==> src/rtl/rv32v_types_pkg.sv <==
// Shared types for the RV32V memory coalescer: element width, FSM state and
// byte-mask helpers derived from the element width.
package rv32v_types_pkg;

    typedef enum logic [1:0] {
        SEW8  = 2'd0,
        SEW16 = 2'd1,
        SEW32 = 2'd2
    } vsew_t;

    typedef enum logic [1:0] {
        ST_IDLE  = 2'd0,
        ST_ISSUE = 2'd1,
        ST_DONE  = 2'd2
    } state_t;

    function automatic logic [3:0] eew_byte_mask(input vsew_t e);
        case (e)
            SEW8:    return 4'b0001;
            SEW16:   return 4'b0011;
            default: return 4'b1111;
        endcase
    endfunction

    function automatic logic [31:0] eew_bit_mask(input vsew_t e);
        logic [3:0] m;
        m = eew_byte_mask(e);
        return {{8{m[3]}}, {8{m[2]}}, {8{m[1]}}, {8{m[0]}}};
    endfunction

    // Low address bits that must be zero for a naturally aligned element.
    function automatic logic [1:0] eew_align_mask(input vsew_t e);
        case (e)
            SEW8:    return 2'b00;
            SEW16:   return 2'b01;
            default: return 2'b11;
        endcase
    endfunction

endpackage

==> src/rtl/rv32v_lane_grouper.sv <==
// Picks the lowest pending lane as leader and the lanes sharing its word.
// RV32V_MEM_COALESCE_EN: when undefined the group is the leader alone.
module rv32v_lane_grouper
    import rv32v_types_pkg::*;
#(
    parameter int NUM_LANES = 4
) (
    input  logic [NUM_LANES-1:0]         pending,
    input  logic [NUM_LANES-1:0][31:0]   addr,
    input  vsew_t                        eew,
    output logic [$clog2(NUM_LANES)-1:0] leader,
    output logic [NUM_LANES-1:0]         group
);
    logic found;
    logic unused_inputs;

    // Aligned elements never straddle a word, so width plays no part here.
    assign unused_inputs = ^{eew, addr};

    always_comb begin
        leader = '0;
        found  = 1'b0;
        for (int i = 0; i < NUM_LANES; i++) begin
            if (pending[i] && !found) begin
                leader = ($clog2(NUM_LANES))'(i);
                found  = 1'b1;
            end
        end
    end

    always_comb begin
        group = '0;
`ifdef RV32V_MEM_COALESCE_EN
        for (int i = 0; i < NUM_LANES; i++) begin
            group[i] = found && pending[i] && (addr[i][31:2] == addr[leader][31:2]);
        end
`else
        group[leader] = found;
`endif
    end

endmodule

==> src/rtl/rv32v_mem_coalescer.sv <==
// Turns one vector load/store micro-op into word accesses on the LSC port,
// merging same-word lanes when RV32V_MEM_COALESCE_EN is defined.
module rv32v_mem_coalescer
    import rv32v_types_pkg::*;
#(
    parameter int NUM_LANES  = 4,
    parameter int WORD_BYTES = 4
) (
    input  logic                       CLK,
    input  logic                       RST,
    input  logic                       vmemdren,
    input  logic                       vmemdwen,
    input  vsew_t                      veew,
    input  logic [NUM_LANES-1:0]       vlane_mask,
    input  logic [NUM_LANES-1:0][31:0] vlane_addr,
    input  logic [NUM_LANES-1:0][31:0] vlane_store_data,
    input  logic                       lsc_ready,
    input  logic [31:0]                lsc_load_data,
    output logic                       lsc_ren,
    output logic                       lsc_wen,
    output logic [31:0]                lsc_addr,
    output logic [3:0]                 lsc_byte_en,
    output logic [31:0]                lsc_store_data,
    output logic [NUM_LANES-1:0][31:0] vlane_load_data,
    output logic [NUM_LANES-1:0]       vlane_load_valid,
    output logic                       busy,
    output logic                       done,
    output logic                       misaligned
);
    localparam int IW = $clog2(NUM_LANES);
    localparam int OW = $clog2(WORD_BYTES);

    state_t                     state_q, state_d;
    logic [NUM_LANES-1:0]       pending_q, pending_d;
    logic                       store_q, store_d;
    vsew_t                      eew_q, eew_d;
    logic [NUM_LANES-1:0][31:0] addr_q, addr_d;
    logic [NUM_LANES-1:0][31:0] sdata_q, sdata_d;
    logic                       mis_q, mis_d;
    logic [NUM_LANES-1:0][31:0] ld_data_q, ld_data_d;
    logic [NUM_LANES-1:0]       ld_valid_q, ld_valid_d;

    logic [IW-1:0]        leader;
    logic [NUM_LANES-1:0] group;
    logic                 issuing;
    logic                 start_mis;
    logic [3:0]           be_acc;
    logic [31:0]          wdata;

    rv32v_lane_grouper #(.NUM_LANES(NUM_LANES)) u_grouper (
        .pending (pending_q),
        .addr    (addr_q),
        .eew     (eew_q),
        .leader  (leader),
        .group   (group)
    );

    always_comb begin
        start_mis = 1'b0;
        for (int i = 0; i < NUM_LANES; i++) begin
            if (vlane_mask[i] && ((vlane_addr[i][1:0] & eew_align_mask(veew)) != 2'b00))
                start_mis = 1'b1;
        end
    end

    always_comb begin
        state_d    = state_q;
        pending_d  = pending_q;
        store_d    = store_q;
        eew_d      = eew_q;
        addr_d     = addr_q;
        sdata_d    = sdata_q;
        mis_d      = 1'b0;
        ld_data_d  = ld_data_q;
        ld_valid_d = '0;
        case (state_q)
            ST_IDLE: begin
                if (vmemdren || vmemdwen) begin
                    store_d = vmemdwen;
                    eew_d   = veew;
                    addr_d  = vlane_addr;
                    sdata_d = vlane_store_data;
                    if (start_mis) begin
                        mis_d     = 1'b1;
                        pending_d = '0;
                        state_d   = ST_DONE;
                    end else begin
                        pending_d = vlane_mask;
                        state_d   = (vlane_mask == '0) ? ST_DONE : ST_ISSUE;
                    end
                end
            end
            ST_ISSUE: begin
                if (lsc_ready) begin
                    pending_d = pending_q & ~group;
                    for (int i = 0; i < NUM_LANES; i++) begin
                        if (group[i] && !store_q) begin
                            ld_data_d[i]  = (lsc_load_data >> {addr_q[i][OW-1:0], 3'b000})
                                            & eew_bit_mask(eew_q);
                            ld_valid_d[i] = 1'b1;
                        end
                    end
                    if ((pending_q & ~group) == '0) state_d = ST_DONE;
                end
            end
            ST_DONE: state_d = ST_IDLE;
            default: state_d = ST_IDLE;
        endcase
    end

    // Lanes are merged in ascending order so a higher lane overwrites overlaps.
    always_comb begin
        logic [3:0]  lane_be;
        logic [31:0] lane_dat;
        lane_be  = '0;
        lane_dat = '0;
        be_acc   = '0;
        wdata    = '0;
        for (int i = 0; i < NUM_LANES; i++) begin
            if (group[i]) begin
                lane_be  = 4'(eew_byte_mask(eew_q) << addr_q[i][OW-1:0]);
                lane_dat = sdata_q[i] << {addr_q[i][OW-1:0], 3'b000};
                be_acc   = be_acc | lane_be;
                for (int b = 0; b < 4; b++) begin
                    if (lane_be[b]) wdata[8*b +: 8] = lane_dat[8*b +: 8];
                end
            end
        end
    end

    always_ff @(posedge CLK or posedge RST) begin
        if (RST) begin
            state_q    <= ST_IDLE;
            pending_q  <= '0;
            store_q    <= 1'b0;
            eew_q      <= SEW8;
            addr_q     <= '0;
            sdata_q    <= '0;
            mis_q      <= 1'b0;
            ld_data_q  <= '0;
            ld_valid_q <= '0;
        end else begin
            state_q    <= state_d;
            pending_q  <= pending_d;
            store_q    <= store_d;
            eew_q      <= eew_d;
            addr_q     <= addr_d;
            sdata_q    <= sdata_d;
            mis_q      <= mis_d;
            ld_data_q  <= ld_data_d;
            ld_valid_q <= ld_valid_d;
        end
    end

    assign issuing          = (state_q == ST_ISSUE);
    assign lsc_ren          = issuing && !store_q;
    assign lsc_wen          = issuing && store_q;
    assign lsc_addr         = issuing ? {addr_q[leader][31:2], 2'b00} : '0;
    assign lsc_byte_en      = issuing ? be_acc : '0;
    assign lsc_store_data   = lsc_wen ? wdata : '0;
    assign vlane_load_data  = ld_data_q;
    assign vlane_load_valid = ld_valid_q;
    assign busy             = (state_q != ST_IDLE);
    assign done             = (state_q == ST_DONE);
    assign misaligned       = mis_q;

endmodule
==> config.mk <==
export PLATFORM = sky130hd
export DESIGN_NAME = rv32v_mem_coalescer
export DESIGN_NICKNAME = d
export VERILOG_FILES = /design/src/rtl/rv32v_types_pkg.sv /design/src/rtl/rv32v_lane_grouper.sv /design/src/rtl/rv32v_mem_coalescer.sv
export SDC_FILE = /design/constraint.sdc
export NUM_CORES = 1
export LEC_CHECK = 0
export CELL_PAD_IN_SITES_DETAIL_PLACEMENT = 1
export CELL_PAD_IN_SITES_GLOBAL_PLACEMENT = 2
export CORE_ASPECT_RATIO = 1.25
export CORE_UTILIZATION = 23
export DETAILED_ROUTE_END_ITERATION = 8
export PLACE_DENSITY = 0.69
export SLEW_MARGIN = 20
export SYNTH_ARGS = -nofsm -noshare
export SYNTH_HDL_FRONTEND = slang
export SYNTH_SLANG_ARGS = --single-unit
==> constraint.sdc <==
create_clock -name CLK -period 16.3 [get_ports CLK]
set_clock_uncertainty 0.2 [all_clocks]
set_input_delay 2.445 -clock CLK [delete_from_list [all_inputs] [get_ports CLK]]
set_output_delay 2.445 -clock CLK [all_outputs]
set_load 0.05 [all_outputs]
# == Yosys cells after proc, flatten, opt, wreduce, memory -nomap -nowiden ==
# Index checks and enable logic that the tools add are counted.
# op_classes
n_lt_le_gt_ge,2
n_eq_ne,7
n_shift,12
n_mux,79
n_bitwise,14
reduce_logical,37
# ops
operator,n
two-way mux 32 bit,7
bitwise AND 32 bit,4
two-way mux 8 bit,16
left shift 32 x 5 -> 32 bit,4
>> shifter 32 x 5 -> 32 bit,4
two-way mux 4 bit,26
binary-select mux 32 bit (select 2 bit),1
AND reduction 3 bit,6
two-way mux 1 bit,17
case mux 4 bit (2 select lines),2
left shift 4 x 2 -> 4 bit,4
logical AND 1 bit,14
two-way mux 2 bit,7
OR 4 bit,3
nonzero test 2 bit,6
bitwise AND 2 bit,4
bitwise AND 4 bit,2
zero test 4 bit,2
case mux 2 bit (2 select lines),2
"== test 2 x 1 -> 1 bit, second input constant",3
zero test 2 bit,3
zero test 1 bit,4
"!= test 2 bit, second input constant",2
NOT 4 bit,1
other kinds (7),7
# totals
ff_bits,398
inputBits,299
out_inout_bits,205
elab_cells,169

# == Longest topological paths before layout ==
# depth
ltp_word,26
depth_mapped,8
ltp_nobuf,5

# == Modules after synthesis ==
# Synthesis repeated with hierarchy kept, for this count alone.
# hier_totals
hier_cells,2310
hier_area_um2,20507.2
# modules_own_cells
mod,n_inst,cells_per_inst,area_per_inst_um2,seq_area_each_um2
rv32v_mem_coalescer,1,2301,20450.9,9959.6
rv32v_lane_grouper,1,9,56.3,0.0

# == Least setup slack after synthesis ==
# No wires, ideal clock.
# synth_path
path_kind,register to output
start,register pending_q[0]
end,output lsc_store_data[23]
arrival_time_ps,2621
t_required_ps,13655
path_slack_ps,11034
path_stages_with_launch,6
path_buffers,1
path_cell_list,dfrtp_1 -> buf_2 -> or3b_1 -> a211oi_4 -> nor2b_1 -> a211oi_1
# synth_via
elab_chain_len,23
word_cells_on_any_way,27
classes_between,order compare: 2; mux: 17; bitwise: 1; reduce/logical: 7
# synth_lines
item,line,source
start: declaration,rv32v_mem_coalescer.sv:34,"logic [NUM_LANES-1:0] pending_q, pending_d;"
start signal: assignment,rv32v_mem_coalescer.sv:144,pending_q <= pending_d;
two-way mux 1 bit (*),rv32v_lane_grouper.sv:24,if (pending[i] && !found) begin
zero test 1 bit,rv32v_lane_grouper.sv:24,
logical AND 1 bit,rv32v_lane_grouper.sv:24,
two-way mux 1 bit,rv32v_lane_grouper.sv:24,
zero test 1 bit,rv32v_lane_grouper.sv:24,
logical AND 1 bit,rv32v_lane_grouper.sv:24,
two-way mux 1 bit,rv32v_lane_grouper.sv:24,
zero test 1 bit,rv32v_lane_grouper.sv:24,
[7 not listed],n/a,
two-way mux 32 bit,rv32v_mem_coalescer.sv:120,if (group[i]) begin
two-way mux 8 bit,rv32v_mem_coalescer.sv:125,if (lane_be[b]) wdata[8*b +: 8] = lane_dat[8*b +: 8];
two-way mux 32 bit,rv32v_mem_coalescer.sv:120,
two-way mux 8 bit,rv32v_mem_coalescer.sv:125,
two-way mux 32 bit,rv32v_mem_coalescer.sv:120,
two-way mux 8 bit,rv32v_mem_coalescer.sv:125,
two-way mux 32 bit (*),rv32v_mem_coalescer.sv:120,
two-way mux 32 bit (*),rv32v_mem_coalescer.sv:160,assign lsc_store_data = lsc_wen ? wdata : '0;
end: declaration,rv32v_mem_coalescer.sv:23,"output logic [31:0] lsc_store_data,"
# Every way passes the cells marked *; elsewhere a longest branch is shown, timed or not.

# == Worst setup path after layout ==
# Same ends and word-level chain as after synthesis.

==> results.md <==
* Worst hold stages at 2
* Multi-input logic area at 9860 sq um
* Buffers on Ports at 501
* I/O Pins at 504
* Status: completed
* Largest net degree at the start of global routing at 86
* Fmax at 140 MHz
* CTS sink cnt at 398
* GR peak layer: met2
* Sequential area share after synthesis at 48.2%
* Via/cell ratio at 4.81
* Final ANT Viol Nets at 0
* Latest clock arrival within the worst-skew pair at 0.61 ns
* Area grow syn2layout at 37.2%
* YS warnings at 0
* Setup TNS at 0 ns
* Max Root-Sink Buffers at 3
* Reg clk slew, reported paths at 0.06 ns
* Synthesized cell area at 20600 sq um
* Critical Path RT at 13.65 ns
* R2R Setup Slk at 12.58 ns
* Layout cell share with drive strength beyond 1 at 8.11%
* Seq. cell area at 9970 sq um
* Initial antenna violation count at 30
* Hold Crit Class: flip-flop to flip-flop
* Vias in the first global route at 20900
* Worst setup SP type: flip-flop
* Core area at 88700 sq um
* FP Rows at 122
* Grt total ovfl at 0
* Crit path max fanout at 18
* TritonRoute pass-1 iters at 6
* Setup-failing EPs final at 0
* DR DRC count at 0
* Worst setup EP type: output pin
* Met3 Use GR at 6.05%
* DR vias at 19200
* RSZ-0062 raised after global routing: no
* Synthesis-stage register bit count at 398
* Most frequent cells in the layout: 930 x nand2_1, 501 x clkdlybuf4s50_1, 392 x dfrtp_1, 127 x mux2i_1, 121 x nor2_1
* Chip height at 337 um
* Peak supply drop at 0.112 mV
* Initial DRC count at 1265
* RR Startpoint: state_q[0]
* Static Leak at 12.7 nW
* Hold endpoint: sdata_q[94]
* First-pass GRT wire length at 143000 um
* FF-to-FF End: sdata_q[97]
* Max-Cap Viols at 0
* Post-synth top flop: dfrtp_1
* Worst Setup Path Type: flip-flop to output pin
* Post-synth EDFFs at 0
* Mapped Cells at 2371
* Setup Buffers After CTS at 0
* # fillers at 10200
* Total GRT Usage at 21.1%
* Die area at 91000 sq um
* Met2 usage at 38.1%
* Nets@finish at 3060
* Routed len/inst at 24.4 um
* Period utilization at 43.8%
* Total length of routed wires at 97100 um
* Most common cell after layout, fill and taps aside: nand2_1
* Root Buffer Master: clkbuf_16
* Pins Over Slew Limit at 0
* Max_slew headroom at 26.4%
* Netlist cell types at 58
* Total power at 5.97 mW
* Gpl congestion at 0.936
* Avg Cell Area, Syn at 8.71 sq um
* Num CTS Buffers at 48
* Final hold viol count at 0
* Async SR Flop Fraction at 100%
* DPL Wire Length at 72900 um
* Die width at 270 um
* CTS Hold Bufs at 0
* H-tree levels at 2
* Post-CTS Resized at 0
* Hold_sp: sdata_q[94]
* Actual slew at the worst max-slew pin at 1.10 ns
* Pwr dens at 211 nW/um^2
* Arr. time, crit path at 4.49 ns
* Cells on worst reg2reg path at 8
* Tmin final at 7.13 ns
* Met1 usage at 23.1%
* Starting density of the core at 23.3%
* CTS tree: yes
==> layer usage <==
layer | wire (um) | vias up
met3 | 7050 | 183
met4 | 3810 | 44
li1 | - | 8786
met1 | 37000 | 9554
met5 | 303 | -
met2 | 48900 | 615
==> kinds of logic after synthesis <==
group                      count (synthesis)  share of synthesized area [%]
muxes                                    213                           11.8
other                                      1                         0.0182
adders and majority gates                  1                         0.0485
AOI/OAI and AO/OA                        390                           13.2
DFF                                      398                           48.2
buffers and inverters                    213                           4.42
and+or+nand+nor                         1155                           22.2
==> power by group <==
| group | switching (mW) | internal [mW] | total [mW] |
|---|---|---|---|
| combinational | 1.98 | 1.05 | 3.03 |
| clock | 0.453 | 0.682 | 1.13 |
| sequential | 0.410 | 1.40 | 1.81 |
==> cells in the mapped netlist, types with 7 or more instances <==
| library cell | instances | area share, % |
|---|---|---|
| nand2_1 | 933 | 17 |
| dfrtp_1 | 398 | 48 |
| mux2i_1 | 127 | 6.2 |
| clkbuf_1 | 123 | 2.2 |
| nor2_1 | 123 | 2.2 |
| a21oi_1 | 86 | 2.1 |
| a211oi_1 | 66 | 2.4 |
| o31ai_1 | 66 | 2.4 |
| nor2b_1 | 59 | 1.8 |
| buf_2 | 54 | 1.3 |
| mux2_2 | 48 | 2.6 |
| o21ai_0 | 43 | 1.0 |
| a222oi_1 | 38 | 1.8 |
| mux2_4 | 30 | 2.2 |
| o22ai_1 | 17 | 0.52 |
| inv_1 | 15 | 0.27 |
| nor3_1 | 14 | 0.34 |
| o21ai_1 | 12 | 0.29 |
| buf_1 | 10 | 0.18 |
| o211ai_1 | 9 | 0.33 |
| mux4_2 | 8 | 0.87 |
| o31a_1 | 8 | 0.34 |
| a221o_1 | 7 | 0.34 |
==> per-stage QoR <==
| step | utilization, % | area (sq um) | cells | hold WS [ns] | setup slack, ns |
|---|---|---|---|---|---|
| 6_report | 32.0 | 28300 | 3984 | 0.270 | 9.17 |
| 3_3_place_gp | 30.0 | 26600 | 3887 | 0.257 | 9.62 |
| 4_1_cts | 31.8 | 28200 | 3975 | 0.275 | 8.96 |
| 2_1_floorplan | - | 20700 | 2372 | 0.238 | 2.59 |
| 5_1_grt | 31.9 | 28300 | 3980 | 0.295 | 9.00 |
| 3_5_place_dp | 30.0 | 26600 | 3887 | 0.262 | 9.66 |
==> how the worst max path moves through the flow <==
stage / startpoint / to / slack (ns) / depth (start not counted)
after floorplan: RST / addr_q[0] / 2.59 / 1
after global placement: addr_q[96] / lsc_store_data[23] / 9.62 / 7
after detailed placement: addr_q[96] / lsc_store_data[23] / 9.66 / 7
after CTS: addr_q[96] / lsc_store_data[23] / 8.96 / 7
after global routing: pending_q[0] / lsc_store_data[23] / 9.00 / 5
final: pending_q[0] / lsc_store_data[23] / 9.17 / 5
==> critical path, cell delays in order (launching register included) <==
cell and delay, ns:
dfrtp_1 0.65, or3b_1 0.59, a211oi_4 0.68, nor2b_1 0.22, a211oi_1 0.78, clkdlybuf4s50_1 0.95
==> flip-flops by register name, indices dropped and copies added, names as in the netlist <==
| name | cells |
|---|---|
| pending_q | 4 |
| eew_q | 2 |
| misaligned | 1 |
| state_q | 2 |
| store_q | 1 |
| addr_q | 128 |
| sdata_q | 128 |
| vlane_load_valid | 4 |
| vlane_load_data | 128 |
==> area by class of cell <==
class,instances,share of cell area (%)
Tap cell,1178,5.20
Inverter,17,0.252
Clock buffer,73,5.03
Timing Repair Buffer,535,18.7
Sequential cell,398,35.2
Antenna cell,7,0.0618
Multi-Input combinational cell,1761,34.8
Clock inverter,15,0.759
Power figures use the tool's default switching activity.
